`src/rtl/ac97_pkg.sv`:
```
// Shared constants for the AC97 codec-side link model: frame geometry,
// tag bit positions, codec register map, reset defaults and read-only masks.
package ac97_pkg;

  // Last bit index of a 256-bit frame and the last bit of each decoded slot.
  localparam logic [7:0] FRAME_LAST = 8'd255;
  localparam logic [7:0] TAG_END    = 8'd15;
  localparam logic [7:0] SLOT1_END  = 8'd35;
  localparam logic [7:0] SLOT2_END  = 8'd55;
  localparam logic [7:0] SLOT3_END  = 8'd75;
  localparam logic [7:0] SLOT4_END  = 8'd95;

  // Tag, slot 1, slot 2, slot 3 and slot 4 form the first 96 bits of a frame.
  localparam int TX_LEN = 96;

  // Inbound tag bit positions.
  localparam int TAG_FRAME = 15;
  localparam int TAG_SLOT1 = 14;
  localparam int TAG_SLOT2 = 13;
  localparam int TAG_SLOT3 = 12;
  localparam int TAG_SLOT4 = 11;

  // Slot 1 command word: read flag above the 7-bit address.
  localparam int CMD_RD_BIT = 19;

  // Register file geometry: even addresses 0x00..0x7E.
  localparam int REG_COUNT = 64;

  // Register addresses with non-zero defaults or special write behaviour.
  localparam logic [6:0] ADDR_RESET      = 7'h00;
  localparam logic [6:0] ADDR_MASTER_VOL = 7'h02;
  localparam logic [6:0] ADDR_PCM_VOL    = 7'h18;
  localparam logic [6:0] ADDR_POWERDOWN  = 7'h26;
  localparam logic [6:0] ADDR_VENDOR_ID1 = 7'h7C;
  localparam logic [6:0] ADDR_VENDOR_ID2 = 7'h7E;

  // Reset defaults.
  localparam logic [15:0] DEF_RESET      = 16'h0090;
  localparam logic [15:0] DEF_MASTER_VOL = 16'h8000;
  localparam logic [15:0] DEF_PCM_VOL    = 16'h8808;
  localparam logic [15:0] DEF_POWERDOWN  = 16'h000F;
  localparam logic [15:0] DEF_VENDOR_ID1 = 16'h4144;
  localparam logic [15:0] DEF_VENDOR_ID2 = 16'h5370;

  // Power-down status nibble is owned by the codec, not the controller.
  localparam logic [15:0] RO_POWERDOWN = 16'h000F;
  localparam logic [15:0] RO_ALL       = 16'hFFFF;
  localparam logic [15:0] RO_NONE      = 16'h0000;

  typedef enum logic {
    ST_IDLE  = 1'b0,
    ST_FRAME = 1'b1
  } frame_state_e;

  // Default value of the register at a byte address.
  function automatic logic [15:0] reg_default(input logic [6:0] addr);
    logic [15:0] val;
    case (addr)
      ADDR_RESET:      val = DEF_RESET;
      ADDR_MASTER_VOL: val = DEF_MASTER_VOL;
      ADDR_PCM_VOL:    val = DEF_PCM_VOL;
      ADDR_POWERDOWN:  val = DEF_POWERDOWN;
      ADDR_VENDOR_ID1: val = DEF_VENDOR_ID1;
      ADDR_VENDOR_ID2: val = DEF_VENDOR_ID2;
      default:         val = 16'h0000;
    endcase
    return val;
  endfunction

  // Bits a controller write cannot change at a byte address.
  function automatic logic [15:0] reg_ro_mask(input logic [6:0] addr);
    logic [15:0] mask;
    case (addr)
      ADDR_RESET:      mask = RO_ALL;
      ADDR_POWERDOWN:  mask = RO_POWERDOWN;
      ADDR_VENDOR_ID1: mask = RO_ALL;
      ADDR_VENDOR_ID2: mask = RO_ALL;
      default:         mask = RO_NONE;
    endcase
    return mask;
  endfunction

endpackage

```
`src/rtl/ac97_codec_regs.sv`:
```
// Codec register file: 64 x 16 entries at even byte addresses, synchronous
// write with read-only masking, asynchronous read port. A write to address
// 0x00 restores every register to its default.
module ac97_codec_regs
  import ac97_pkg::*;
(
  input  logic        clk,
  input  logic        rst_b,
  input  logic        i_we,
  input  logic [6:0]  i_waddr,
  input  logic [15:0] i_wdata,
  input  logic [6:0]  i_raddr,
  output logic [15:0] o_rdata
);

  logic [15:0] r_mem [REG_COUNT];

  logic        w_srst;
  logic        w_wr_ok;
  logic [5:0]  w_widx;
  logic [15:0] w_mask;
  logic [15:0] w_wval;

  // Decode the write: soft reset on 0x00, odd addresses dropped, read-only bits kept.
  always_comb begin
    w_srst  = 1'b0;
    w_wr_ok = 1'b0;
    w_widx  = i_waddr[6:1];
    w_mask  = reg_ro_mask(i_waddr);
    w_wval  = (i_wdata & ~w_mask) | (r_mem[w_widx] & w_mask);
    if (i_we && (i_waddr == ADDR_RESET)) begin
      w_srst = 1'b1;
    end else if (i_we && !i_waddr[0]) begin
      w_wr_ok = 1'b1;
    end else begin
      w_wr_ok = 1'b0;
    end
  end

  // Read port: even addresses index the file, odd addresses return zero.
  always_comb begin
    if (i_raddr[0]) begin
      o_rdata = 16'h0000;
    end else begin
      o_rdata = r_mem[i_raddr[6:1]];
    end
  end

  // Register storage with async reset and synchronous restore-to-defaults.
  always_ff @(posedge clk or negedge rst_b) begin
    if (!rst_b) begin
      for (int i = 0; i < REG_COUNT; i++) begin
        r_mem[i] <= reg_default({i[5:0], 1'b0});
      end
    end else if (w_srst) begin
      for (int i = 0; i < REG_COUNT; i++) begin
        r_mem[i] <= reg_default({i[5:0], 1'b0});
      end
    end else if (w_wr_ok) begin
      r_mem[w_widx] <= w_wval;
    end
  end

endmodule

```
`config.mk`:
```
export PLATFORM = sky130hd
export DESIGN_NAME = ac97_codec_regs
export DESIGN_NICKNAME = d
export VERILOG_FILES = /design/src/rtl/ac97_pkg.sv /design/src/rtl/ac97_codec_regs.sv
export SDC_FILE = /design/constraint.sdc
export NUM_CORES = 2
export LEC_CHECK = 0
export BUFFER_PORTS_ARGS = -buffer_cell sky130_fd_sc_hd__buf_4
export CAP_MARGIN = 20
export CORE_MARGIN = 4
export CORE_UTILIZATION = 50
export DETAILED_ROUTE_END_ITERATION = 8
export PLACE_DENSITY = 0.65
export SLEW_MARGIN = 20
export SYNTH_ARGS = -nofsm -noshare
export SYNTH_HDL_FRONTEND = slang
export SYNTH_SLANG_ARGS = --single-unit
```
`constraint.sdc`:
```
create_clock -name clk -period 5.5 [get_ports clk]
set_input_delay 0.825 -clock clk [delete_from_list [all_inputs] [get_ports clk]]
set_output_delay 0.825 -clock clk [all_outputs]
set_load 0.02 [all_outputs]
```
==> flow_metrics.tcl <==
set metrics [dict create \
    cts_hold_buf 0 \
    grt_pass1_wl_um 220000 \
    muxShareOfSynthArea_pct 17.3 \
    tightest_slew_ns 1.18 \
    largest_register "r_mem" \
    drt_iter0_drc 3887 \
    ys_types 48 \
    cellPowerDensity_nw_per_um2 356 \
    seq_area_frac_synth_pct 56.8 \
    fin_setup_tns_ns 0 \
    final_util_pct 57.0 \
    antenna_left 0 \
    crit_path_top_delay_cell "mux4_2" \
    drv_cap 0 \
    regToRegEndpoint "r_mem[319]$_DFFE_PN0P_" \
    slew_headroom_pct 21.0 \
    fmax_ghz 0.224 \
    worstPathRequired_ns 4.68 \
    detail_route.wl_per_cell_um 28.0 \
    dieArea_um2 95200 \
    skew_ns 0.0437 \
    r2r_start "r_mem[239]$_DFFE_PN0P_" \
    cts_sinks 1024 \
    dp.final_hpwl_um 86900 \
    grt_max_degree 155 \
    drv_slew 0 \
    firstDrtPassIters 5 \
    io_buffers 48 \
    r2r_slack_ns 2.57 \
    rsz0062_at_grt "no" \
    synth_top_family_by_area "multiplexers" \
    r2r_cells 5 \
    layout_setup_ws_ns 1.04 \
    hold_class "in -> async" \
    gp_congestion 0.886 \
    gr-usage-all-layers_pct 31.1 \
    synth_area_leaders "dfrtp_1 (56%), mux4_2 (16%), o21ai_0 (10%), nand2_1 (8.6%), clkbuf_1 (2.1%)" \
    synthXorXnorAreaFrac_pct 0 \
    syn-num-nets 4038 \
    post-place-cells 4970 \
    leakagePower_uw 0.0223 \
    overflow 0 \
    yosysTopAreaCell "dfrtp_1" \
    crit_type "in -> out" \
    top_layer "met5" \
    finalPower_uw 18100 \
    end_kind "output port" \
    nFillCells 7401 \
    dp_slack_ns 1.08 \
    cts.reportedPaths.clkPinSlew_ns 0.06 \
    wl_met1_um 57500 \
    hold_viol 0 \
    synth_fa_ha_area_share_pct 0 \
    cpLargestDelayFamily "multiplexers" \
    cts_resized 0 \
    drive_above_1_share_pct 19.0 \
    nets 3947 \
    status "finished clean" \
    die_x_um 308 \
    reg.largest.list "r_mem: 1024 flops" \
    netlist_area_um2 45100 \
    crit_chain "buf_8, buf_12, mux4_2, mux4_2, mux2i_1, o22ai_1, buf_4" \
    antenna_found_initial 4 \
    area_growth_pct 12.2 \
    wl_met3_um 16100 \
    core_area_um2 88900 \
    clk_path_buf_depth 3 \
    h-tree-depth 3 \
    syn_area_per_cell_um2 11.3 \
    diodes 0 \
    routed_wl_um 145000 \
    cts_root_buf "clkbuf_16" \
    synth_flop_cell "dfrtp_1" \
    max_stage_delay_ns 0.61 \
    worst_path_most_repeated_cell "mux4_2" \
    worstSkewPairLatency_ns 0.69 \
    ir_drop_mv 0.288 \
    synth_cells 4005 \
    grt_pass1_vias 33398 \
    vias 33354 \
    setup_violations 0 \
    synth_seq_cells 1024 \
    ioPinCount 49 \
    synthSimpleGateAreaFrac_pct 10.3 \
    cp_max_fo 30 \
    viasPerCell 6.45 \
    finalCritPeriodShare_pct 81.1 \
    layout.cells.non_filler 5170 \
    rows 109 \
    worstSetupStartpointType "primary input" \
    cts_tree "yes" \
    cts_setup_buffers 0 \
    synth-compound-area-share_pct 12.4 \
    largest_register_ff_count 1024 \
    fp.dieH_um 308 \
    synth_edf_count 0 \
    min_period_ns 4.46 \
    numCtsBuffers 107 \
    crit_buf_inv 3 \
    dr_wl_met2_um 65800 \
    async_flop_share_pct 100 \
    route.detailed.drc 0 \
    ys_warn_count 0 \
    synth_top_area_share_pct 55.6 \
    start_util_pct 50.8 \
    worstPathArrival_ns 3.64 \
]
[per-layer routing]
layer / GRT usage, % / up-vias
met2: 46.6 / 1873
met3: 8.40 / 340
met4: 11.2 / 4
met1: 44.4 / 17231
li1: - / 13906
met5: 0 / -
[power breakdown]
group / total (µW) / switching, µW / internal (µW)
sequential: 8540 / 376 / 8160
combinational: 1760 / 1020 / 737
clock: 7760 / 3130 / 4640
total: 18100 / 4520 / 13500
[area by class of cell]
type | instances | area [µm²] | share of cell area [%]
Clock inverter | 55 | 678 | 1.34
Inverter | 4 | 15.0 | 0.0296
Clock buffer | 145 | 3130 | 6.17
Multi-Input combinational cell | 2640 | 18400 | 36.3
Timing Repair Buffer | 137 | 1330 | 2.63
Tap cell | 1165 | 1460 | 2.88
Sequential cell | 1024 | 25700 | 50.6
[synthesized netlist by cell type, types with 2 or more instances]
master / number
nand2_1: 1035
dfrtp_1: 1003
o21ai_0: 943
mux4_2: 322
clkbuf_1: 257
a21oi_1: 82
nor2_1: 61
buf_2: 57
nor2b_1: 42
mux2i_1: 36
dfstp_2: 21
or2_2: 20
o22ai_1: 17
buf_1: 12
a221oi_1: 11
buf_6: 9
mux2_2: 9
nor3_1: 7
o21ai_2: 6
o21ai_1: 5
a22oi_1: 4
and2_1: 4
mux4_1: 4
a31oi_1: 3
inv_1: 3
nand3_1: 3
and3_1: 2
and3b_1: 2
nor3b_1: 2
nor4_1: 2
o2111ai_1: 2
o211ai_1: 2
o221ai_1: 2
[cells by family (layout without fill, tap and decap cells)]
group | after synthesis | after routing
DFF | 1024 | 1024
buffers and inverters | 341 | 341
and+or+nand+nor | 1184 | 1184
AOI/OAI and AO/OA | 1085 | 1085
muxes | 371 | 371
[cells in the final DEF (no fill, tap or decap), drive strengths merged, types with 2 or more instances in the layout]
cell,instances
mux2,9
dfstp,21
nor3,7
o221ai,2
and3,2
inv,5
mux4,326
bufinv,14
a21oi,83
o21ai,954
buf,137
nor2,62
clkinvlp,8
o211ai,2
clkinv,32
nor2b,42
o22ai,17
nor3b,2
nand3,3
dfrtp,1003
a221oi,11
a31oi,3
nand2,1035
mux2i,36
and3b,2
a22oi,5
nor4,2
o2111ai,2
and2,4
or2,20
clkbuf,145
[worst max-delay path by stage]
stage	start	endpoint	slack [ns]	depth (start not counted)
floorplan	i_raddr[1]	o_rdata[0]	1.86	7
global placement	i_raddr[1]	o_rdata[11]	1.06	7
detailed placement	i_raddr[1]	o_rdata[11]	1.08	7
CTS	i_raddr[1]	o_rdata[11]	1.02	7
global route	i_raddr[1]	o_rdata[2]	0.97	7
finish	i_raddr[1]	o_rdata[11]	1.04	7
[through the flow]
stage               cell area, µm²  hold WS (ns)
finish                       50700         0.215
global route                 50700         0.260
CTS                          50600         0.237
detailed placement           46800         0.465
global placement             46800         0.456
floorplan                    45100         0.434
Note: power is estimated with default switching activity, not from simulation.
